### src/rtl/get_stream_checker_pkg.sv
// Shared types and constants for the get-stream checker and its LFSR.
package get_check_pkg;

    typedef enum logic [1:0] {
        ST_IDLE = 2'd0,
        ST_RUN  = 2'd1,
        ST_DONE = 2'd2
    } state_t;

    localparam logic [15:0] LFSR_SEED_DEFAULT = 16'hACE1;
    // Galois feedback mask for x^16 + x^14 + x^13 + x^11.
    localparam logic [15:0] LFSR_TAPS = 16'hB400;

endpackage

### src/rtl/get_stream_checker_lfsr16.sv
// 16-bit right-shifting Galois LFSR with enable and synchronous seed load.
module lfsr16
    import get_check_pkg::*;
#(
    parameter logic [15:0] SEED = LFSR_SEED_DEFAULT,
    parameter logic [15:0] TAPS = LFSR_TAPS
) (
    input  logic        clk,
    input  logic        reset,
    input  logic        en,
    input  logic        load,
    input  logic [15:0] seed,
    output logic [15:0] lfsr_out
);

    logic [15:0] lfsr_q;
    logic [15:0] lfsr_d;

    always_comb begin
        lfsr_d = lfsr_q;
        if (load) begin
            lfsr_d = seed;
        end else if (en) begin
            lfsr_d = {1'b0, lfsr_q[15:1]} ^ (lfsr_q[0] ? TAPS : 16'h0000);
        end
    end

    always_ff @(posedge clk) begin
        if (!reset) begin
            lfsr_q <= SEED;
        end else begin
            lfsr_q <= lfsr_d;
        end
    end

    assign lfsr_out = lfsr_q;

endmodule

### config.mk
export PLATFORM = sky130hd
export DESIGN_NAME = lfsr16
export DESIGN_NICKNAME = d
export VERILOG_FILES = /design/src/rtl/get_stream_checker_pkg.sv /design/src/rtl/get_stream_checker_lfsr16.sv
export SDC_FILE = /design/constraint.sdc
export NUM_CORES = 1
export LEC_CHECK = 0
export CAP_MARGIN = 5
export CORE_UTILIZATION = 40
export DETAILED_ROUTE_END_ITERATION = 8
export PLACE_DENSITY = 0.73
export SLEW_MARGIN = 30
export SYNTH_ARGS = -nofsm -noshare
export SYNTH_HDL_FRONTEND = slang
export SYNTH_SLANG_ARGS = --single-unit
### constraint.sdc
create_clock -name clk -period 1.8 [get_ports clk]
set_clock_uncertainty 0.2 [all_clocks]
set_input_delay 0.36 -clock clk [delete_from_list [all_inputs] [get_ports clk]]
set_output_delay 0.36 -clock clk [all_outputs]
set_load 0.02 [all_outputs]
==> qor.yml <==
status:
  status: "finished, final reports clean"
cells_and_area:
  post-route-util: 0.661
  synthToLayoutAreaGrowth_pct: 55.8
  drive_gt1_frac: 0.228
  final.fill_count: 200
  largest_reg_flops: 16
  mostFrequentLayoutCell: "sky130_fd_sc_hd__clkdlybuf4s50_1"
  final_nets: 144
  antenna_diodes: 0
  layout_common_cells: "19 x sky130_fd_sc_hd__clkdlybuf4s50_1, 16 x sky130_fd_sc_hd__dfxtp_1, 15 x sky130_fd_sc_hd__dlygate4sd2_1, 15 x sky130_fd_sc_hd__buf_4, 8 x sky130_fd_sc_hd__and3b_1"
yosys:
  synth_async_sr_flop_share: 0
  synth_fa_ha_area_frac: 0
  post_synth_mux_area_share: 0.171
  synth.yosys.warnings: 0
  synth_edf_count: 0
  synth-seq-area-share: 0.385
  synth_cell_type_count: 22
  yosys.area_share.xor_xnor: 0.0316
  yosys-top-cells-area: "sky130_fd_sc_hd__dfxtp_1 38%, sky130_fd_sc_hd__and3b_1 8.4%, sky130_fd_sc_hd__o211a_1 8.4%"
  yosys.area_share.simple: 0.200
  syn-instance-count: 76
  compound_cell_area_share_of_the_yosys_netlist: 0.149
  most_instantiated_flip_flop_cell_in_the_synthesis_netlist: "sky130_fd_sc_hd__dfxtp_1"
  netlist.area_leader.share: 0.385
  synthesis.area_sq_um: 832
  mappedNetlistNets: 96
  synth_top_family_by_area: "simple AND/OR/NAND/NOR gates"
  ys_ff_latch: 16
  synth_top_cell_by_area: "sky130_fd_sc_hd__dfxtp_1"
  syn_area_per_cell_sq_um: 10.9
job:
  max-cap-violations: 0
pwr:
  pwr-share-comb: 0.270
  internal-power_w: 0.000642
  vdd.ir_drop.worst_mv: 0.353
  p_leak_nw: 0.650
  switching_share: 0.270
  sequential_share_of_power: 0.457
  design_power_total_w: 0.000880
  total_switching_power_w: 0.000237
  power_density_mw_per_mm2: 679
  power_frac_clock: 0.272
global_route:
  grt_remaining_overflow: 0
  antenna_violations_before_repair: 0
  pin_count_of_the_biggest_net_entering_global_routing: 14
  grt_first_pass_wirelength_mm: 2.88
  number_of_global_route_vias_before_repair: 696
  grt_usage: 0.185
timing:
  hold_violations: 0
  hold_ws_ns: 0.361
  setup_total_negative_slack_ns: 0
  time_the_worst_path_needs_with_i_o_delays_and_setup_ns: 1.57
  number_of_endpoints_failing_setup_at_the_final_stage: 0
  max_freq_ghz: 0.635
  rsz_0062_raised_after_global_routing: "false"
  timing.final.crit_share: 0.874
  maxSlewViolCount: 0
  maxSlewHeadroom: 0.815
  timing_worst_slew_pin_value_ns: 0.273
route:
  detail_route.iter0.violations: 11
  drcViolationCount: 0
  via_density: 4.87
  via_count: 730
  post_drt_wl_per_cell_microns: 12.9
  firstDrtPassIters: 4
  drt_wl_total_mm: 1.94
  drt.antenna.violating_nets: 0
critical_path:
  worstReg2RegStart: "lfsr_out[0]$_SDFFE_PN1P_"
  critPathArrivalTime_ns: 1.01
  criticalPathCategory: "reg -> out"
  total_buffers_and_inverters_traversed_by_the_critical_path: 1
  cp.required_ns: 1.24
  critical-path-slowest-cell: "sky130_fd_sc_hd__dfxtp_1"
  critical_path.top_delay_family: "flip-flops"
  register_to_register_path_setup_slack_ns: 0.61
  delay_of_the_slowest_critical_path_stage_ns: 0.38
  critPathMaxFanout: 3
  end_of_the_worst_register_to_register_path: "lfsr_out[12]$_SDFFE_PN0P_"
  number_of_cell_instances_on_the_worst_register_to_register_path: 3
  critical_path.cell_chain: "dlygate4sd2_1"
  critPathCaptureType: "output port"
  start_kind: "flop"
floorplan:
  dieWidth_microns: 47.6
  chipHeight_microns: 47.6
  floorplan.initialDensity: 0.424
  design.portCount: 36
  fp.dieArea_sq_mm: 0.00227
  row_count: 16
  placeableCoreArea_sq_mm: 0.00196
cts:
  path_clk_slew_ns: 0.10
  worst_skew_pair.late_latency_ns: 0.28
  cts_root_buffer: "sky130_fd_sc_hd__clkbuf_4"
  clock_tree_from_tritoncts: "done"
  cts_hold_buffers: 0
  cts_max_path_buffers: 2
  cts_inserted_buffers: 3
  tritoncts_num_sinks: 16
  maximum_level_of_the_cts_h_tree: 1
min_path:
  worst_hold_path_type: "reg -> reg"
  hold-path-cell-count: 2
  hold_end: "lfsr_out[7]$_SDFFE_PN1P_"
  worstHoldStart: "lfsr_out[7]$_SDFFE_PN1P_"
place:
  gp_congestion: 0.734
  port_buffers: 35
  total_half_perimeter_wirelength_after_legalization_and_detailed_placement_mm: 1.53
## layer usage
| metal | track usage | share of wire |
|---|---|---|
| met1 | 0.213 | 0.46 |
| met2 | 0.318 | 0.50 |
| met3 | 0.0528 | 0.039 |
| met4 | 0.0833 | 0 |
| met5 | 0 | 0 |
## cells by family (layout without fill, tap and decap cells)
group | Yosys count | after routing
and+or+nand+nor | 21 | 21
buffers and inverters | 7 | 54
AOI/OAI and AO/OA | 16 | 16
muxes | 13 | 13
DFF | 16 | 16
xor gates and xnor gates | 3 | 3
## power by group through the flow
stage               clock (W)  combinational (W)  sequential, W
floorplan                   0          0.0000962       0.000443
global placement            0           0.000253       0.000411
detailed placement          0           0.000257       0.000412
CTS                  0.000246           0.000240       0.000403
global route         0.000263           0.000257       0.000406
finish               0.000240           0.000238       0.000402
## cell type report
type | count | area (sq um) | area share
clock buffers | 4 | 36.3 | 0.0280
repair buffers | 50 | 447 | 0.345
well taps | 27 | 33.8 | 0.0261
flip-flops and latches | 16 | 320 | 0.247
multi-input cells | 53 | 459 | 0.354
## how the worst max path moves through the flow
stage                                           end                       from  cells after the start
final                                  lfsr_out[11]  lfsr_out[11]$_SDFFE_PN1P_                      1
after global routing                   lfsr_out[13]  lfsr_out[13]$_SDFFE_PN1P_                      1
after CTS                               lfsr_out[0]   lfsr_out[0]$_SDFFE_PN1P_                      1
after detailed placement   lfsr_out[2]$_SDFFE_PN0P_                         en                      4
after global placement    lfsr_out[14]$_SDFFE_PN0P_                         en                      4
after floorplan            lfsr_out[9]$_SDFFE_PN0P_                         en                      4
## Yosys cell counts (all sizes together), types with 2 or more instances
library cell and count:
a211oi 2, a21oi 6, and3b 9, buf 5, clkbuf 2, dfxtp 16, mux2 7, mux2i 6
nand2b 7, nor4b 2, o211a 7, xnor2 2
## stage by stage
step / worst slack (ns) / instances / instance area (sq um)
floorplan: 0.403 / 76 / 832
global placement: -0.0346 / 146 / 1280
detailed placement: -0.0590 / 146 / 1280
CTS: 0.00482 / 150 / 1290
global route: 0.157 / 150 / 1300
finish: 0.226 / 150 / 1300
## repair_timing
action / in CTS / in global routing
resized for setup: 15 / 1
buffers inserted: 0 / 0
endpoints found under the setup margin: 15 / 1
No activity file was read; power rests on OpenSTA's default activity.
